==> src/rtl/perf_counter_controller.sv <==
// Event-counter front end: per-counter event select/control, 64-bit counters, 32-bit CR access, wrap IRQ.
// Latency: register reads respond exactly one cycle after cr_read_en; writes take effect at the next edge.
// Backpressure: none; every strobe is serviced, and read and write may be issued in the same cycle.
module perf_counter_controller #(
  parameter int NUM_EVENTS      = 8,
  parameter int EVENT_IDX_WIDTH = $clog2(NUM_EVENTS),
  parameter int NUM_COUNTERS    = 2,
  parameter int ADDR_WIDTH      = 6
) (
  input  logic                  clk,
  input  logic                  reset,
  input  logic [NUM_EVENTS-1:0] perf_events,
  input  logic                  cr_write_en,
  input  logic                  cr_read_en,
  input  logic [ADDR_WIDTH-1:0] cr_addr,
  input  logic [31:0]           cr_write_data,
  output logic [31:0]           cr_read_data,
  output logic                  cr_read_valid,
  output logic                  perf_irq
);

  localparam logic [ADDR_WIDTH-1:0] IRQ_ADDR = ADDR_WIDTH'(4 * NUM_COUNTERS);

  logic [NUM_COUNTERS-1:0][63:0]                count;
  logic [NUM_COUNTERS-1:0][EVENT_IDX_WIDTH-1:0] sel;
  logic [NUM_COUNTERS-1:0][31:0]                snap_hi;
  logic [NUM_COUNTERS-1:0]                      ctrl_en;
  logic [NUM_COUNTERS-1:0]                      irq_en;
  logic [NUM_COUNTERS-1:0]                      irq_status;

  // Per-counter decoded strobes and event qualification
  logic [NUM_COUNTERS-1:0] wr_sel, wr_ctrl, wr_clr, rd_lo, inc, wrap;
  logic                    wr_irq;
  logic [31:0]             rd_mux;

  // Address decode, increment qualification and low-word wrap detection
  always_comb begin
    wr_sel = '0;
    wr_ctrl = '0;
    wr_clr = '0;
    rd_lo = '0;
    inc = '0;
    wrap = '0;
    wr_irq = cr_write_en && (cr_addr == IRQ_ADDR);
    for (int n = 0; n < NUM_COUNTERS; n++) begin
      wr_sel[n]  = cr_write_en && (cr_addr == ADDR_WIDTH'(4 * n));
      wr_ctrl[n] = cr_write_en && (cr_addr == ADDR_WIDTH'(4 * n + 1));
      wr_clr[n]  = cr_write_en && (cr_addr == ADDR_WIDTH'(4 * n + 2));
      rd_lo[n]   = cr_read_en  && (cr_addr == ADDR_WIDTH'(4 * n + 2));
      // Out-of-range selects never count
      inc[n]     = ctrl_en[n] && (32'(sel[n]) < NUM_EVENTS) && perf_events[sel[n]];
      // A clear in the same cycle suppresses the increment, so no wrap either
      wrap[n]    = inc[n] && !wr_clr[n] && (count[n][31:0] == 32'hFFFF_FFFF);
    end
  end

  // Read data multiplexer over pre-update register values
  always_comb begin
    rd_mux = '0;
    for (int n = 0; n < NUM_COUNTERS; n++) begin
      if (cr_addr == ADDR_WIDTH'(4 * n))     rd_mux = 32'(sel[n]);
      if (cr_addr == ADDR_WIDTH'(4 * n + 1)) rd_mux = {30'd0, irq_en[n], ctrl_en[n]};
      if (cr_addr == ADDR_WIDTH'(4 * n + 2)) rd_mux = count[n][31:0];
      if (cr_addr == ADDR_WIDTH'(4 * n + 3)) rd_mux = snap_hi[n];
    end
    if (cr_addr == IRQ_ADDR) rd_mux = 32'(irq_status);
  end

  // Counters, configuration, snapshots and IRQ status
  always_ff @(posedge clk) begin
    if (reset) begin
      count      <= '0;
      sel        <= '0;
      snap_hi    <= '0;
      ctrl_en    <= '0;
      irq_en     <= '0;
      irq_status <= '0;
    end else begin
      for (int n = 0; n < NUM_COUNTERS; n++) begin
        if (wr_clr[n])   count[n] <= '0;
        else if (inc[n]) count[n] <= count[n] + 64'd1;
        if (wr_sel[n]) sel[n] <= cr_write_data[EVENT_IDX_WIDTH-1:0];
        if (wr_ctrl[n]) begin
          ctrl_en[n] <= cr_write_data[0];
          irq_en[n]  <= cr_write_data[1];
        end
        // High word captured alongside the low-word read for a coherent 64-bit pair
        if (rd_lo[n]) snap_hi[n] <= count[n][63:32];
        // Wrap set has priority over a simultaneous write-1-to-clear
        if (wrap[n])                         irq_status[n] <= 1'b1;
        else if (wr_irq && cr_write_data[n]) irq_status[n] <= 1'b0;
      end
    end
  end

  // Registered read response; data holds between responses
  always_ff @(posedge clk) begin
    if (reset) begin
      cr_read_valid <= 1'b0;
      cr_read_data  <= '0;
    end else begin
      cr_read_valid <= cr_read_en;
      if (cr_read_en) cr_read_data <= rd_mux;
    end
  end

  // Interrupt output, one cycle behind status/enable changes
  always_ff @(posedge clk) begin
    if (reset) perf_irq <= 1'b0;
    else       perf_irq <= |(irq_status & irq_en);
  end

endmodule
==> config.mk <==
export PLATFORM = sky130hd
export DESIGN_NAME = perf_counter_controller
export DESIGN_NICKNAME = d
export VERILOG_FILES = /design/src/rtl/perf_counter_controller.sv
export SDC_FILE = /design/constraint.sdc
export NUM_CORES = 1
export LEC_CHECK = 0
export ABC_CLOCK_PERIOD_IN_PS = 2550
export BUFFER_PORTS_ARGS = -buffer_cell sky130_fd_sc_hd__buf_2
export CAP_MARGIN = 20
export CORE_UTILIZATION = 50
export DETAILED_ROUTE_END_ITERATION = 8
export HOLD_SLACK_MARGIN = 0.06
export PLACE_DENSITY = 0.68
export SYNTH_ARGS = -nofsm -noshare
export SYNTH_HDL_FRONTEND = slang
export SYNTH_SLANG_ARGS = --single-unit
==> constraint.sdc <==
create_clock -name clk -period 2.55 [get_ports clk]
set_input_delay 0 -clock clk [delete_from_list [all_inputs] [get_ports clk]]
set_output_delay 0 -clock clk [all_outputs]
set_load 0.03 [all_outputs]
==> flow_summary.yaml, run 1 <==
logic_synthesis:
  synthCells: 1418
  synth_area_per_cell_um2: 8.17
  async_flop_share_pct: 0
  syn_nets: 1470
  ys_seq_elements: 238
  synth_edf_count: 0
  synth_top_flop_cell: "dfxtp_1"
  syn_area_mm2: 0.0116
  yosysSeqAreaShare_pct: 41.1
  synth_cell_types: 59
  yosys_warnings: 0
critical_path:
  critical_path.max_fanout: 23
  crit_arrival_ps: 2890
  crit_type: "reg -> reg"
  startpoint_type: "register"
  cp-end-kind: "register"
  worstPathRequired_ps: 3010
clock_tree:
  cts_sinks: 238
  clk_latency_ps: 530
  path_clk_slew_ps: 70
  cts_tree: "yes"
  cts-htree-levels: 1
  clock-root-buffer: "clkbuf_16"
  cts_buffers: 27
  cts_post_setup_buffers_inserted: 0
  cts_buffer_depth: 3
routing:
  ant_nets: 0
  vias: 11282
  wl_per_cell_um: 19.6
  drc: 0
  dr.pass1.iters: 6
  vias_per_cell: 6.37
  totalWireLength_um: 34600
  drt_iter0_drc: 1069
finish:
  final_common_cell: "dfxtp_1"
  syn2layout_area_growth_pct: 15.3
  fillers: 2055
  final_cell_mix: "dfxtp_1 (238), nand2_1 (215), a21oi_1 (176), or4_1 (66), buf_4 (57)"
  n_antenna_cell: 0
  final_cell_area_mm2: 0.0134
  layout-drive-gt1-share_pct: 12.8
  final_nets: 1519
sta:
  fmax_ghz: 0.411
  hold_viol_final: 0
  tightestPinTransition_ps: 674
  rsz0062_at_grt: "false"
  slew_headroom_pct: 55.1
  min_period_ps: 2430
  finClkSkew_ps: 11.9
  setup_tns_ps: 0
  slew_violations: 0
  finalSetupViolCount: 0
  layout_worst_path_cycle_share_pct: 95.3
die:
  top_level_ports: 84
  std_cell_rows: 55
  dieHeight_um: 154
  core_area_mm2: 0.0227
  start_util_pct: 51.0
  die_area_mm2: 0.0238
  die_x_um: 154
run_status:
  outcome: "finished, final reports clean"
grt:
  antenna_found_initial: 0
  grt_pass1_wl_um: 55100
  grt_max_degree: 64
  track_usage_pct: 28.7
  gr-total-overflow: 0
  grt_pass1_vias: 9991
pwr:
  power.leakage_nw: 4.45
  vdd_drop_max_uv: 423
  powerDensity_mw_per_mm2: 600
placed_design:
  placed_cell_area_mm2: 0.0123
  io_buffers: 54
  gp_congestion: 0.945
  hpwl_um: 24000
job:
  max_cap_violations: 0
hold_path:
  hold_path_class: "in -> reg"
## metal layers
layer  routed length, µm  vias to the layer above  global-route usage (%)
met1               15800                     5453                    41.1
met4                 832                        0                    8.02
met5                   0                        -                       0
met3                2290                       59                    3.47
li1                    -                     5371                       -
met2               15700                      399                    45.5
## logic make-up (layout without fill, tap and decap cells)
| logic type | after synthesis | count (layout) | synth area share [%] |
|---|---|---|---|
| xor gates and xnor gates | 25 | 25 | 1.89 |
| DFF | 238 | 238 | 41.1 |
| buffers and inverters | 123 | 191 | 4.15 |
| muxes | 39 | 39 | 3.83 |
| adders and majority gates | 2 | 2 | 0.216 |
| and+or+nand+nor | 633 | 633 | 28.9 |
| AOI/OAI and AO/OA | 358 | 358 | 19.9 |
## through the flow
| stage | power, mW | util, % | hold slack (ps) | instances | worst slack [ps] |
|---|---|---|---|---|---|
| 2_1_floorplan | 3.96 | - | 144 | 1418 | 368 |
| 3_3_place_gp | 4.06 | 54.2 | 274 | 1710 | 167 |
| 3_5_place_dp | 4.06 | 54.2 | 273 | 1710 | 123 |
| 4_1_cts | 8.06 | 58.8 | 77.3 | 1771 | 113 |
| 5_1_grt | 8.24 | 58.8 | 122 | 1771 | 9.60 |
| 6_report | 8.02 | 58.8 | 88.5 | 1771 | 119 |
## worst max-delay path, stage by stage, from the launching register on
cell	delay, ps
dfxtp_1	510
mux4_2	270
a2bb2oi_1	380
nand4_1	250
buf_4	280
or4_1	520
a21oi_1	140
## report_power, final
part | switching (mW) | internal (mW) | total (mW) | leakage [nW]
Combinational | 0.181 | 0.0847 | 0.266 | 2.07
Clock | 1.58 | 2.45 | 4.03 | 0.463
Sequential | 0.00385 | 3.72 | 3.73 | 1.92
## worst paths after layout
path | slack [ps] | cells after the start | start | end
max | 120 | 6 | sel[4]$_SDFFE_PP0P_ | count[98]$_SDFFE_PP0P_
min | 90 | 4 | cr_addr[1] | cr_read_data[2]$_SDFFE_PP0P_
max reg2reg | 120 | 6 | sel[4]$_SDFFE_PP0P_ | count[98]$_SDFFE_PP0P_
min reg2reg | 460 | 2 | snap_hi[53]$_SDFFE_PP0P_ | snap_hi[53]$_SDFFE_PP0P_
## state kept, by name, indices dropped and copies added (netlist names)
name and flops:
ctrl_en 2, cr_read_data 32, irq_en 2, sel 6, perf_irq 1, irq_status 2
count 128, cr_read_valid 1, snap_hi 64
## cell usage after synthesis (7+ instances only)
cell	n	area [µm²]
nand4_1	44	275
dfxtp_1	238	4760
buf_2	7	35.0
and3_1	51	319
a221o_1	29	290
or2_2	12	75.1
nand3_1	52	260
nand2_1	215	807
nor2b_1	8	50.1
mux2i_1	32	320
or4_1	67	503
nor2_1	52	195
or3_1	31	194
o221ai_1	31	272
xnor2_1	7	61.3
a21oi_1	176	881
nor4_1	18	113
clkbuf_1	91	342
o21ai_0	29	145
o211ai_1	13	97.6
o31ai_1	50	375
xor2_1	18	158
inv_1	16	60.1
nor3_1	14	70.1
and4_1	9	78.8
nand2b_1	38	238
## cell type report
type	count	area (µm²)	area share, %
clock buffers	37	783	5.86
clock inverters	11	140	1.05
inverters	17	63.8	0.478
multi-input cells	1057	6370	47.7
flip-flops and latches	238	4760	35.7
well taps	285	357	2.67
repair buffers	126	883	6.61
## what timing repair did
item,CTS,global route
gates resized for setup,0,2
setup endpoints to repair,0,10
endpoints found under the hold margin,70,0
hold buffers,13,0
Note: power is estimated with default switching activity, not from simulation.
==> inputs of run 2 (changes only) <==
--- a/config.mk
+++ b/config.mk
@@ -8,10 +8,13 @@
 export ABC_CLOCK_PERIOD_IN_PS = 2550
 export BUFFER_PORTS_ARGS = -buffer_cell sky130_fd_sc_hd__buf_2
 export CAP_MARGIN = 20
-export CORE_UTILIZATION = 50
+export CELL_PAD_IN_SITES_DETAIL_PLACEMENT = 1
+export CELL_PAD_IN_SITES_GLOBAL_PLACEMENT = 1
+export CORE_UTILIZATION = 46
 export DETAILED_ROUTE_END_ITERATION = 8
 export HOLD_SLACK_MARGIN = 0.06
-export PLACE_DENSITY = 0.68
+export PLACE_DENSITY_LB_ADDON = 0.1
+export SLEW_MARGIN = 40
 export SYNTH_ARGS = -nofsm -noshare
 export SYNTH_HDL_FRONTEND = slang
 export SYNTH_SLANG_ARGS = --single-unit
==> flow_summary.yaml, run 2 (synthesis gave the netlist of run 1 again) <==
run_status:
  outcome: "finished, final reports clean"
grt:
  track_usage_pct: 30.5
  grt_pass1_vias: 11295
  antenna_found_initial: 0
  gr-total-overflow: 0
  grt_max_degree: 63
  grt_pass1_wl_um: 63200
pwr:
  vdd_drop_max_uv: 548
  p_seq_share_pct: 47.8
  powerDensity_mw_per_mm2: 584
  p_sw_mw: 1.75
  intPower_mw: 6.05
  switching_share_pct: 22.4
  power_frac_comb_pct: 3.4
  power.leakage_nw: 4.40
  power_frac_clock_pct: 48.8
finish:
  final_common_cell: "dfxtp_1"
  largest_reg_flops: 128
  n_antenna_cell: 0
  layout-drive-gt1-share_pct: 12.6
  final_nets: 1517
  largestRegisters: "count x128, snap_hi x64, cr_read_data x32"
  final_cell_mix: "dfxtp_1 (238), nand2_1 (215), a21oi_1 (176), or4_1 (66), buf_4 (57)"
  instances_no_fill: 1805
  top_register: "count"
  syn2layout_area_growth_pct: 15.2
die:
  die_x_um: 161
  dieHeight_um: 161
  top_level_ports: 84
  std_cell_rows: 57
  core_area_mm2: 0.0245
  start_util_pct: 47.2
  die_area_mm2: 0.0258
clock_tree:
  cts_buffers: 27
  clk_latency_ps: 530
  cts_tree: "yes"
  cts_post_setup_buffers_inserted: 0
  path_clk_slew_ps: 60
  clock-root-buffer: "clkbuf_16"
  cts_sinks: 238
  cts_buffer_depth: 3
  cts-htree-levels: 1
critical_path:
  cp-end-kind: "register"
  crit_arrival_ps: 2880
  critical_path.max_fanout: 7
  startpoint_type: "register"
  cp_top_family: "simple AND/OR/NAND/NOR gates"
  worstPathRequired_ps: 3020
  worst-path-buf-inv: 0
  crit_slowest_cell: "or4_1"
  crit_type: "reg -> reg"
  crit_path_max_incr_delay_ps: 540
  cp_cell_sequence: "nand4_1 > or4_1 > or3_1 > nor4_1 > mux2i_1"
routing:
  wl_per_cell_um: 21.8
  dr.pass1.iters: 5
  vias: 11405
  drt_iter0_drc: 832
  ant_nets: 0
  drc: 0
  totalWireLength_um: 39400
  vias_per_cell: 6.32
sta:
  layout_worst_path_cycle_share_pct: 94.6
  rsz0062_at_grt: "true"
  slew_violations: 0
  finalSetupViolCount: 0
  slew_headroom_pct: 46.0
  tightestPinTransition_ps: 807
  setup_tns_ps: 0
  fmax_ghz: 0.414
  min_period_ps: 2410
  finClkSkew_ps: 11.4
  hold_viol_final: 0
placed_design:
  hpwl_um: 27700
  gp_congestion: 0.877
  io_buffers: 54
  dp_cells: 1751
job:
  max_cap_violations: 0
hold_path:
  hold_path_class: "in -> reg"
run 2: layout make-up:
cell class	instances	area (µm²)
multi-input combinational	1057	6390
tap	324	405
sequential	238	4760
clock buffer	38	757
inverter	17	63.8
timing repair buffer	124	883
clock inverter	7	85.1
fill	2992	11200
run 2: final timing paths:
| path | start | endpoint | slack [ps] | cells after the start |
|---|---|---|---|---|
| max | count[107]$_SDFFE_PP0P_ | count[118]$_SDFFE_PP0P_ | 140 | 5 |
| min | cr_addr[0] | ctrl_en[1]$_SDFFE_PP0P_ | 110 | 5 |
| max reg2reg | count[107]$_SDFFE_PP0P_ | count[118]$_SDFFE_PP0P_ | 140 | 5 |
| min reg2reg | snap_hi[11]$_SDFFE_PP0P_ | snap_hi[11]$_SDFFE_PP0P_ | 460 | 2 |
run 2: power by group through the flow:
stage	Clock (mW)	Combinational (mW)	Sequential, mW
after floorplan	0	0.145	3.82
after global placement	0	0.246	3.81
after detailed placement	0	0.251	3.81
after CTS	3.87	0.260	3.73
after global routing	4.04	0.280	3.73
final	3.81	0.266	3.73
run 2: repair_timing:
action,4_1_cts,5_1_grt
hold buffers,9,0
endpoints found under the hold margin,29,0
setup endpoints to repair,0,15
resized for setup,0,3
run 2: tightest hold or removal path: stages:
cell	delay (ps)
buf_2	200
nand2_1	110
nor3_1	80
mux2i_1	130
nor2_1	80
run 2: per-layer routing:
| metal | global-route usage, % | wire [µm] | part of all wire, % | up-vias |
|---|---|---|---|---|
| met5 | 0 | 0 | 0 | - |
| met4 | 9.18 | 1100 | 2.8 | 0 |
| met3 | 4.62 | 2200 | 5.6 | 68 |
| met2 | 49.2 | 18100 | 46 | 276 |
| met1 | 42.0 | 18100 | 46 | 5673 |
| li1 | - | - | - | 5388 |
run 2: stage by stage:
step / instance area, µm² / hold slack [ps] / worst slack [ps] / utilization (%) / total power, mW
after floorplan: 11600 / 144 / 368 / - / 3.96
after global placement: 12400 / 264 / 163 / 50.5 / 4.06
after detailed placement: 12400 / 284 / 68.3 / 50.5 / 4.06
after CTS: 13300 / 84.7 / 53.5 / 54.3 / 7.86
after global routing: 13300 / 108 / -43.6 / 54.4 / 8.04
final: 13300 / 113 / 137 / 54.4 / 7.80
==> inputs of run 3 (changes only) <==
--- a/config.mk
+++ b/config.mk
@@ -13,6 +13,7 @@
 export CORE_UTILIZATION = 46
 export DETAILED_ROUTE_END_ITERATION = 8
 export HOLD_SLACK_MARGIN = 0.06
+export MAX_ROUTING_LAYER = met4
 export PLACE_DENSITY_LB_ADDON = 0.1
 export SLEW_MARGIN = 40
 export SYNTH_ARGS = -nofsm -noshare
==> flow_summary.yaml, run 3 (synthesis gave the netlist of run 1 again) <==
run_status:
  outcome: "finished, final reports clean"
routing:
  vias_per_cell: 6.35
  drc: 0
  dr.pass1.iters: 5
  ant_nets: 0
  drt_iter0_drc: 873
  vias: 11456
  totalWireLength_um: 39400
  wl_per_cell_um: 21.8
finish:
  fin_util_pct: 54.4
  top_register: "count"
  final_cell_mix: "dfxtp_1 (238), nand2_1 (215), a21oi_1 (176), or4_1 (66), buf_4 (57)"
  final_cell_area_mm2: 0.0133
  fillers: 2992
  final_common_cell: "dfxtp_1"
  final_nets: 1517
  largestRegisters: "count x128, snap_hi x64, cr_read_data x32"
  multiInputGateArea_mm2: 0.00639
  n_antenna_cell: 0
  syn2layout_area_growth_pct: 15.2
  largest_reg_flops: 128
  layout-drive-gt1-share_pct: 12.6
  instances_no_fill: 1805
  regArea_mm2: 0.00476
clock_tree:
  cts_sinks: 238
  cts_tree: "yes"
  clock-root-buffer: "clkbuf_16"
  clk_latency_ps: 540
  path_clk_slew_ps: 60
  cts_buffers: 27
  cts_buffer_depth: 3
  cts-htree-levels: 1
critical_path:
  critical_path.max_fanout: 7
  reg2reg_from: "count[107]$_SDFFE_PP0P_"
  worstPathRequired_ps: 3020
  crit_type: "reg -> reg"
  crit_slowest_cell: "or4_1"
  cp_cell_sequence: "nand4_1 > or4_1 > or3_1 > nor4_1 > mux2i_1"
  crit_end: "count[118]$_SDFFE_PP0P_"
  startpoint: "count[107]$_SDFFE_PP0P_"
  crit_arrival_ps: 2900
  crit_path_max_incr_delay_ps: 540
  cp-end-kind: "register"
  startpoint_type: "register"
  worst-path-stages: 5
  worst-path-buf-inv: 0
  rr_endpoint: "count[118]$_SDFFE_PP0P_"
  cp_top_family: "simple AND/OR/NAND/NOR gates"
  reg2regPathDepth: 5
  rrSetupSlack_ps: 120
grt:
  grt_max_degree: 63
  gr-total-overflow: 0
  grt_pass1_wl_um: 63200
  track_usage_pct: 31.5
  antenna_found_initial: 0
  grt_pass1_vias: 11288
job:
  max_cap_violations: 0
placed_design:
  dp_cells: 1751
  placed_cell_area_mm2: 0.0124
  preCtsSetupSlack_ps: 68.3
  io_buffers: 54
  hpwl_um: 27700
  gp_congestion: 0.891
die:
  std_cell_rows: 57
  dieHeight_um: 161
  top_level_ports: 84
  die_area_mm2: 0.0258
  core_area_mm2: 0.0245
  start_util_pct: 47.2
  die_x_um: 161
sta:
  slew_violations: 0
  min_period_ps: 2430
  layout_worst_path_cycle_share_pct: 95.1
  hold_viol_final: 0
  setup_tns_ps: 0
  tightestPinTransition_ps: 822
  slew_headroom_pct: 45.0
  finClkSkew_ps: 13.6
  fmax_ghz: 0.412
  rsz0062_at_grt: "true"
  fin_ws_ps: 124
  finalSetupViolCount: 0
  holdWs_ps: 104
pwr:
  power.leakage_nw: 4.40
  totalPowerFinal_mw: 7.81
  powerDensity_mw_per_mm2: 585
  vdd_drop_max_uv: 549
hold_path:
  hold_path_class: "in -> reg"
run 3: cell counts in the layout (fill, tap and decap cells not counted):
Identical to the previous run, type by type.
run 3: layout make-up:
class | instances | share of cell area [%]
inverter | 17 | 0.478
sequential | 238 | 35.7
clock buffer | 38 | 5.67
timing repair buffer | 124 | 6.62
clock inverter | 7 | 0.637
tap | 324 | 3.04
multi-input combinational | 1057 | 47.9
run 3: tightest hold or removal path, delay by kind of cell:
kind	cells	cell delay, ps
and+or+nand+nor	3	270
buffers and inverters	1	200
muxes	1	130
run 3: where the power goes:
| group | leakage [nW] | internal, mW | switching (mW) | total (mW) |
|---|---|---|---|---|
| Combinational | 2.07 | 0.0815 | 0.184 | 0.265 |
| Sequential | 1.92 | 3.72 | 0.00400 | 3.73 |
| Clock | 0.418 | 2.24 | 1.57 | 3.81 |
| Total | 4.40 | 6.05 | 1.76 | 7.81 |
run 3: repair_timing:
action,4_1_cts,5_1_grt
endpoints found under the setup margin,0,16
resized for setup,0,3
hold buffers,9,0
setup buffers,0,0
endpoints found under the hold margin,29,0
run 3: how the worst min path moves through the flow:
| stage | start | end | slack (ps) | cells past startpoint |
|---|---|---|---|---|
| after floorplan | cr_write_data[0] | sel[0]$_SDFFE_PP0P_ | 140 | 2 |
| after global routing | cr_addr[0] | irq_en[0]$_SDFFE_PP0P_ | 110 | 5 |
| after CTS | cr_addr[0] | irq_en[0]$_SDFFE_PP0P_ | 80 | 5 |
| final | cr_addr[0] | ctrl_en[1]$_SDFFE_PP0P_ | 100 | 5 |
| after detailed placement | cr_write_data[2] | sel[5]$_SDFFE_PP0P_ | 280 | 3 |
| after global placement | cr_write_data[2] | sel[5]$_SDFFE_PP0P_ | 260 | 3 |
run 3: routing by layer:
| layer | GRT usage, % | part of all wire (%) | up-vias | wire length, µm |
|---|---|---|---|---|
| met5 | - | 0 | - | 0 |
| met4 | 9.09 | 2.7 | 0 | 1080 |
| met3 | 4.65 | 5.5 | 70 | 2190 |
| met2 | 49.4 | 46 | 274 | 18100 |
| met1 | 42.1 | 46 | 5736 | 18100 |
| li1 | - | - | 5376 | - |
